### config.mk
export PLATFORM = sky130hd
export DESIGN_NAME = eth_rmii_tx
export DESIGN_NICKNAME = d
export VERILOG_FILES = /design/src/rtl/eth_pkg.sv /design/src/rtl/eth_rmii_tx.sv
export SDC_FILE = /design/constraint.sdc
export NUM_CORES = 1
export LEC_CHECK = 0
export CORE_UTILIZATION = 55
export CTS_CLUSTER_SIZE = 16
export DETAILED_ROUTE_END_ITERATION = 8
export GPL_TIMING_DRIVEN = 1
export PLACE_DENSITY = 0.75
export SYNTH_ARGS = -nofsm -noshare
export SYNTH_HDL_FRONTEND = slang
export SYNTH_SLANG_ARGS = --single-unit
### constraint.sdc
create_clock -name clk -period 3.5 [get_ports clk]
set_input_delay 0.875 -clock clk [delete_from_list [all_inputs] [get_ports clk]]
set_output_delay 0.875 -clock clk [all_outputs]
set_load 0.05 [all_outputs]
### src/rtl/eth_pkg.sv
// Shared Ethernet definitions for the RMII transmit path.
//   RMII_DIBITS_PER_OCTET : dibits needed to carry one octet on RMII
//   RMII_10M_REPEAT       : clocks each dibit is held at 10 Mb/s
//   ETH_IPG_OCTETS        : default minimum inter-packet gap in octets
//   rmii_tx_state_t       : transmit serialiser states
package eth_pkg;

    localparam int unsigned RMII_DIBITS_PER_OCTET = 4;
    localparam int unsigned RMII_10M_REPEAT       = 10;
    localparam int unsigned ETH_IPG_OCTETS        = 12;

    typedef enum logic [1:0] {
        IDLE,
        TX,
        DRAIN,
        IPG
    } rmii_tx_state_t;

endpackage

### src/rtl/eth_rmii_tx.sv
// RMII transmit serialiser. Takes a complete byte-wide frame stream (preamble to FCS)
// and shifts it out LSB-first as dibits, one per clock at 100 Mb/s or each held for
// ten clocks at 10 Mb/s. Enforces the inter-packet gap and flags input starvation
// mid-frame as an underrun, after which the rest of the frame is discarded.
// Ports:
//   clk, sresetn          : 50 MHz RMII reference clock, synchronous active-low reset
//   speed_10              : 1 = 10 Mb/s, sampled when a frame's first byte is accepted
//   axis_i_*              : byte stream input (tready/tvalid/tlast/tdata)
//   rmii_txd, rmii_tx_en  : registered PHY transmit pins
//   underrun              : one-cycle pulse on mid-frame starvation
module eth_rmii_tx
    import eth_pkg::*;
#(
    parameter int unsigned IPG_OCTETS = ETH_IPG_OCTETS
) (
    input  logic       clk,
    input  logic       sresetn,
    input  logic       speed_10,
    output logic       axis_i_tready,
    input  logic       axis_i_tvalid,
    input  logic       axis_i_tlast,
    input  logic [7:0] axis_i_tdata,
    output logic [1:0] rmii_txd,
    output logic       rmii_tx_en,
    output logic       underrun
);

    // Sized for the slowest rate so the counter can reach the full 10 Mb/s gap.
    localparam int unsigned IpgMax = IPG_OCTETS * RMII_DIBITS_PER_OCTET * RMII_10M_REPEAT;
    localparam int unsigned IpgW   = (IpgMax < 2) ? 1 : $clog2(IpgMax + 1);

    rmii_tx_state_t  state_q, state_d;
    logic [7:0]      byte_q, byte_d;
    logic            last_q, last_d;
    logic [3:0]      rep_q, rep_d;
    logic [1:0]      dibit_cnt_q, dibit_cnt_d;
    logic [3:0]      rep_cnt_q, rep_cnt_d;
    logic [IpgW-1:0] ipg_cnt_q, ipg_cnt_d;
    logic [1:0]      txd_q, txd_d;
    logic            tx_en_q, tx_en_d;
    logic            underrun_q, underrun_d;

    logic            rep_last;
    logic            byte_end;
    logic            handshake;
    logic [IpgW-1:0] ipg_last;

    assign rep_last  = (rep_cnt_q == (rep_q - 4'd1));
    assign byte_end  = (state_q == TX) && (dibit_cnt_q == 2'd3) && rep_last;
    assign handshake = axis_i_tvalid && axis_i_tready;
    // Gap length follows the rate latched for the frame just sent.
    assign ipg_last  = IpgW'((IPG_OCTETS * RMII_DIBITS_PER_OCTET) * {28'd0, rep_q} - 1);

    // Ready depends only on state and counters so upstream never sees a loop through tvalid.
    always_comb begin
        axis_i_tready = 1'b0;
        if (sresetn) begin
            unique case (state_q)
                IDLE:    axis_i_tready = 1'b1;
                DRAIN:   axis_i_tready = 1'b1;
                TX:      axis_i_tready = byte_end && !last_q;
                default: axis_i_tready = 1'b0;
            endcase
        end
    end

    always_comb begin
        state_d     = state_q;
        byte_d      = byte_q;
        last_d      = last_q;
        rep_d       = rep_q;
        dibit_cnt_d = dibit_cnt_q;
        rep_cnt_d   = rep_cnt_q;
        ipg_cnt_d   = ipg_cnt_q;
        underrun_d  = 1'b0;

        unique case (state_q)
            IDLE: begin
                if (handshake) begin
                    byte_d      = axis_i_tdata;
                    last_d      = axis_i_tlast;
                    rep_d       = speed_10 ? 4'(RMII_10M_REPEAT) : 4'd1;
                    dibit_cnt_d = 2'd0;
                    rep_cnt_d   = 4'd0;
                    state_d     = TX;
                end
            end
            TX: begin
                if (byte_end) begin
                    dibit_cnt_d = 2'd0;
                    rep_cnt_d   = 4'd0;
                    if (last_q) begin
                        state_d   = IPG;
                        ipg_cnt_d = '0;
                    end else if (axis_i_tvalid) begin
                        byte_d = axis_i_tdata;
                        last_d = axis_i_tlast;
                    end else begin
                        // RMII cannot stall: abandon the frame and swallow the rest of it.
                        state_d    = DRAIN;
                        underrun_d = 1'b1;
                    end
                end else if (rep_last) begin
                    rep_cnt_d   = 4'd0;
                    dibit_cnt_d = dibit_cnt_q + 2'd1;
                end else begin
                    rep_cnt_d = rep_cnt_q + 4'd1;
                end
            end
            DRAIN: begin
                if (handshake && axis_i_tlast) begin
                    state_d   = IPG;
                    ipg_cnt_d = '0;
                end
            end
            IPG: begin
                if (ipg_cnt_q == ipg_last) begin
                    state_d   = IDLE;
                    ipg_cnt_d = '0;
                end else begin
                    ipg_cnt_d = ipg_cnt_q + {{(IpgW-1){1'b0}}, 1'b1};
                end
            end
            default: state_d = IDLE;
        endcase

        // Pins are registered from next-state values so tx_en rises the cycle after
        // the first-byte handshake already carrying tdata[1:0].
        tx_en_d = (state_d == TX);
        txd_d   = tx_en_d ? byte_d[{dibit_cnt_d, 1'b0} +: 2] : 2'b00;
    end

    always_ff @(posedge clk) begin
        if (!sresetn) begin
            state_q     <= IDLE;
            byte_q      <= 8'd0;
            last_q      <= 1'b0;
            rep_q       <= 4'd1;
            dibit_cnt_q <= 2'd0;
            rep_cnt_q   <= 4'd0;
            ipg_cnt_q   <= '0;
            txd_q       <= 2'b00;
            tx_en_q     <= 1'b0;
            underrun_q  <= 1'b0;
        end else begin
            state_q     <= state_d;
            byte_q      <= byte_d;
            last_q      <= last_d;
            rep_q       <= rep_d;
            dibit_cnt_q <= dibit_cnt_d;
            rep_cnt_q   <= rep_cnt_d;
            ipg_cnt_q   <= ipg_cnt_d;
            txd_q       <= txd_d;
            tx_en_q     <= tx_en_d;
            underrun_q  <= underrun_d;
        end
    end

    assign rmii_txd   = txd_q;
    assign rmii_tx_en = tx_en_q;
    assign underrun   = underrun_q;

endmodule
; Word level (Yosys, flattened, before mapping)
; Index checks and enable logic that the tools add are counted.
[word_totals]
output_inout_bits = 5
in_bits = 13
word_cells = 81
reg_bits = 34
[op_classes]
addsub = 5
multipliers = 1
mux = 34
reduce_logical = 16
n_eq_ne = 11
bitwise = 3
shifts = 1
[ops]
columns = operator, n
row1 = 9-bit two-way mux, 4
row2 = 8-bit two-way mux, 4
row3 = 9-bit one-hot mux with 3 select lines, 1
row4 = 2-bit two-way mux, 9
row5 = 4-bit two-way mux, 4
row6 = 8-bit one-hot mux with 2 select lines, 1
row7 = "9-bit by 1-bit adder with 9-bit output, second input constant", 1
row8 = 9-bit == test, 1
row9 = "9-bit by 1-bit subtractor with 9-bit output, second input constant", 1
row10 = "2-bit != test, second input constant", 4
row11 = 2-bit one-hot mux with 4 select lines, 1
row12 = 4-bit one-hot mux with 2 select lines, 1
row13 = 8-bit by 4-bit indexed part select with 2-bit output, 1
row14 = "2-bit == test, second input constant", 3
row15 = 1-bit two-way mux, 6
row16 = 2-bit AND reduction, 3
row17 = 1-bit logical AND, 5
row18 = "2-bit by 4-bit multiplier with 5-bit output, first input constant", 1
row19 = "4-bit by 1-bit adder with 4-bit output, second input constant", 1
row20 = "2-bit by 1-bit == test with 1-bit output, second input constant", 2
row21 = 4-bit == test, 1
row22 = 1-bit one-hot mux with 2 select lines, 2
row23 = 2-bit one-hot mux with 2 select lines, 1
row24 = 4-bit AND reduction, 1
row25 = 10 further kinds, 12

; Longest topological paths before layout
[depth]
depth_word = 12
mapped_depth = 10
mapped_depth_nobuf = 10

; Worst setup path after synthesis
; Ideal clock, no wire load.
[synth_timing]
path_kind = register -> output
from = register rep_q[0]
to = output axis_i_tready
setup_slack_ns = 0.453
arrival_time_ns = 2.172
path_stages_with_launch = 8
path_buffers = 0
t_required_ns = 2.625
path_cell_list = dfxtp_1 -> inv_1 -> ha_1 -> xnor2_1 -> nor4_1 -> nand3_1 -> o21ai_0 -> and2_1
[synth_between]
elab_chain_cells = 6
[synth_lines]
columns = element, line_no
row1 = start: declaration, eth_rmii_tx.sv:35  ; logic [3:0] rep_q, rep_d;
row2 = start signal: assignment, eth_rmii_tx.sv:149  ; rep_q <= rep_d;
row3 = 4-bit by 1-bit subtractor with 4-bit output, eth_rmii_tx.sv:48  ; assign rep_last = (rep_cnt_q == (rep_q - 4'd1));
row4 = 4-bit == test, eth_rmii_tx.sv:48
row5 = 1-bit logical AND, eth_rmii_tx.sv:49  ; assign byte_end = (state_q == TX) && (dibit_cnt_q == 2'd3) && rep_last;
row6 = 1-bit logical AND, eth_rmii_tx.sv:61  ; TX: axis_i_tready = byte_end && !last_q;
row7 = 1-bit one-hot mux with 2 select lines, eth_rmii_tx.sv:58  ; unique case (state_q)
row8 = 1-bit two-way mux, eth_rmii_tx.sv:57  ; if (sresetn) begin
row9 = end: declaration, eth_rmii_tx.sv:19  ; output logic axis_i_tready,
; Every way passes these cells.

; Worst setup path in the final report
; Ends and elaborated chain as after synthesis.

==> results.toml <==
[yosys]
avgSynthCellArea_um2 = 8.575
synth-seq-cells = 32
ys_dominant_reg_cell = "dfxtp_1"
syn_inst = 205
netlist_area_um2 = 1758
synth-edff-count = 0
yosysWarnings = 0
ys_types = 43
synth_async_sr_flop_share_pct = 0
synth-seq-area-share_pct = 36.44
syn-num-nets = 225

[power]
leakagePower_nw = 0.7874
p_per_area_nw_per_um2 = 389.9
ir_drop_mv = 0.2864

[place]
place.gp.congestion = 0.8160
place_ws_ns = 0.2953
place_area_um2 = 1982
dp_hpwl_um = 2773
port_buffers = 17

[layout]
fillers = 247
syn_to_final_growth_pct = 17.51
drive_above_1_share_pct = 12.89
final_area_um2 = 2066
diodes = 0
finalNetCount = 244

[critical_path]
worst-path-buf-inv = 2
crit_chain = "inv_1, ha_1, xor2_1, nor4_2, nand3_1, o21ai_1, and2_1, buf_12"
slowest_delay_ns = 0.38
cp.depth = 8
startpoint_type = "flop"
path_max_fanout = 6
reg2regPathDepth = 8
arrival_ns = 2.37
cp_slowest_cell = "dfxtp_2"
rrSetupSlack_ns = 0.65
cp-end-kind = "output port"
critPathKind = "reg2out"
critPathRequiredTime_ns = 2.62
cpLargestDelayFamily = "simple AND/OR/NAND/NOR gates"

[routing]
wire_per_inst_um = 13.77
drt_iter0_drc = 64
drc = 0
drt_pre_antenna_iters = 4
via_per_inst = 5.524
vias = 1486
wirelength_um = 3704
drtAntennaViolNets = 0

[floorplan]
io_pins = 18
die_h_um = 58.54
start_util_pct = 57.58
die_area_um2 = 3426
die_x_um = 58.54
row_count = 20
core_area_um2 = 3053

[timing]
fin_tns_setup_ns = 0
worstMarginPinSlew_ns = 0.8123
slew_violations = 0
setup_viol = 0
relSlewSlack_pct = 45.85
fin_worst_skew_ns = 0.01528
hold_violations = 0
hold_slack_ns = 0.4608
period_share_pct = 92.62
fmax_mhz = 308.5
grt_setup_unrepaired = "false"
period_needed_ns = 3.242
layout_setup_ws_ns = 0.2582

[global_route]
grt_pass1_wl_um = 6279
grt_pass1_vias = 1397
antenna_found_initial = 0
grt_start_max_net_pins = 16
grt_usage_pct = 24.42
grt-ovfl-total = 0

[min_path]
hold_path.class = "reg2reg"
whs_path_depth = 2

[clock_tree]
cts_tree = "done"
clock_latency_ns = 0.34
clockBufferDepth = 2
cts_setup_buffers = 0
cts-hold-fix-buffers = 0
cts-root-buf = "clkbuf_4"
cts_num_sinks = 32
cts_buffers = 5
htree_levels = 2
path_clk_slew_ns = 0.09

[flow_run]
cap_violations = 0

[outcome]
status = "finished, final reports clean"
path summary, 6_finish.rpt:
kind | start | end
setup / recovery | rep_q[0]$_SDFFE_PN1P_ | axis_i_tready
hold / removal | byte_q[3]$_SDFF_PN0_ | byte_q[3]$_SDFF_PN0_
hold reg to reg | byte_q[3]$_SDFF_PN0_ | byte_q[3]$_SDFF_PN0_
setup reg to reg | rep_q[0]$_SDFFE_PN1P_ | rmii_txd[0]$_SDFF_PN0_
per-layer routing:
metal	vias up	wire (um)	global-route usage, %
met1	698	1695	29.74
li1	750	-	-
met4	0	61	9.524
met5	-	0	0
met2	30	1804	41.05
met3	8	144	6.593
cell usage in the layout (no fill, tap or decap), types with 6 or more instances in the layout:
master / Yosys / final
xor2_1: 9 / 9
inv_1: 8 / 8
o21ai_0: 14 / 13
clkdlybuf4s50_1: 0 / 16
nand4_1: 6 / 6
dfxtp_1: 32 / 31
ha_1: 7 / 7
nand2_1: 28 / 28
nor2_1: 7 / 7
nor2_2: 10 / 10
a21oi_1: 7 / 7
a21boi_1: 8 / 8
registers in the layout, indices dropped and copies added, names as in the netlist:
signal and count:
underrun 1, ipg_cnt_q 9, rep_cnt_q 4, dibit_cnt_q 2, rmii_tx_en 1, state_q 2, rmii_txd 2, byte_q 8
last_q 1, rep_q 2
cells in the mapped netlist, types with 2 or more instances:
| library cell | number | share of area, % |
|---|---|---|
| dfxtp_1 | 32 | 36 |
| nand2_1 | 28 | 6.0 |
| o21ai_0 | 14 | 4.0 |
| nor2_2 | 10 | 3.6 |
| xor2_1 | 9 | 4.5 |
| a21boi_1 | 8 | 3.4 |
| inv_1 | 8 | 1.7 |
| a21oi_1 | 7 | 2.0 |
| ha_1 | 7 | 5.0 |
| nor2_1 | 7 | 1.5 |
| nand4_1 | 6 | 2.1 |
| and2_1 | 5 | 1.8 |
| and3_1 | 5 | 1.8 |
| clkbuf_1 | 5 | 1.1 |
| nand3_1 | 5 | 1.4 |
| xnor2_1 | 5 | 2.5 |
| mux2i_1 | 4 | 2.3 |
| nor2b_1 | 4 | 1.4 |
| a211oi_1 | 3 | 1.3 |
| a21boi_0 | 3 | 1.3 |
| a22oi_1 | 3 | 1.3 |
| buf_2 | 3 | 0.85 |
| nand2b_1 | 3 | 1.1 |
| nor3_1 | 2 | 0.57 |
where the power goes:
group	switching (W)	internal (W)
Clock	0.000127	0.000150
Combinational	0.0000790	0.0000611
Sequential	0.0000123	0.000376
kinds of logic (layout without fill, tap and decap cells):
family | after synthesis | after routing | synth area share, %
AO/OA/AOI/OAI | 48 | 48 | 19.36
XOR/XNOR | 14 | 14 | 6.975
adder cells (fa/ha/maj) | 7 | 7 | 4.982
buffers and inverters | 16 | 36 | 3.630
flip-flops | 32 | 32 | 36.44
multiplexers | 6 | 6 | 3.772
AND/OR/NAND/NOR | 82 | 82 | 24.84
worst min-delay path, stage by stage, from the launching register on:
cell and delay, ns:
dfxtp_1 0.32, nand2_1 0.05, a21boi_1 0.05
area by class of cell:
class	count	area [um2]	area share, %
multi-input combinational	157	1060	51.30
sequential	32	641.9	31.07
timing repair buffer	20	202.7	9.812
tap	44	55.05	2.665
clock buffer	6	41.29	1.999
clock inverter	2	35.03	1.696
inverter	8	30.03	1.454
through the flow:
step	util [%]	total power (W)	std cells
detailed placement	64.92	0.0005333	261
global placement	64.92	0.0005280	261
finish	67.66	0.0008054	269
global route	67.66	0.0008448	269
floorplan	-	0.0004902	205
CTS	67.62	0.0008128	269
what timing repair did:
item	CTS	global route
pin swaps	0	1
setup endpoints to repair	1	1
gates resized for setup	1	2
Note: power is estimated with default switching activity, not from simulation.
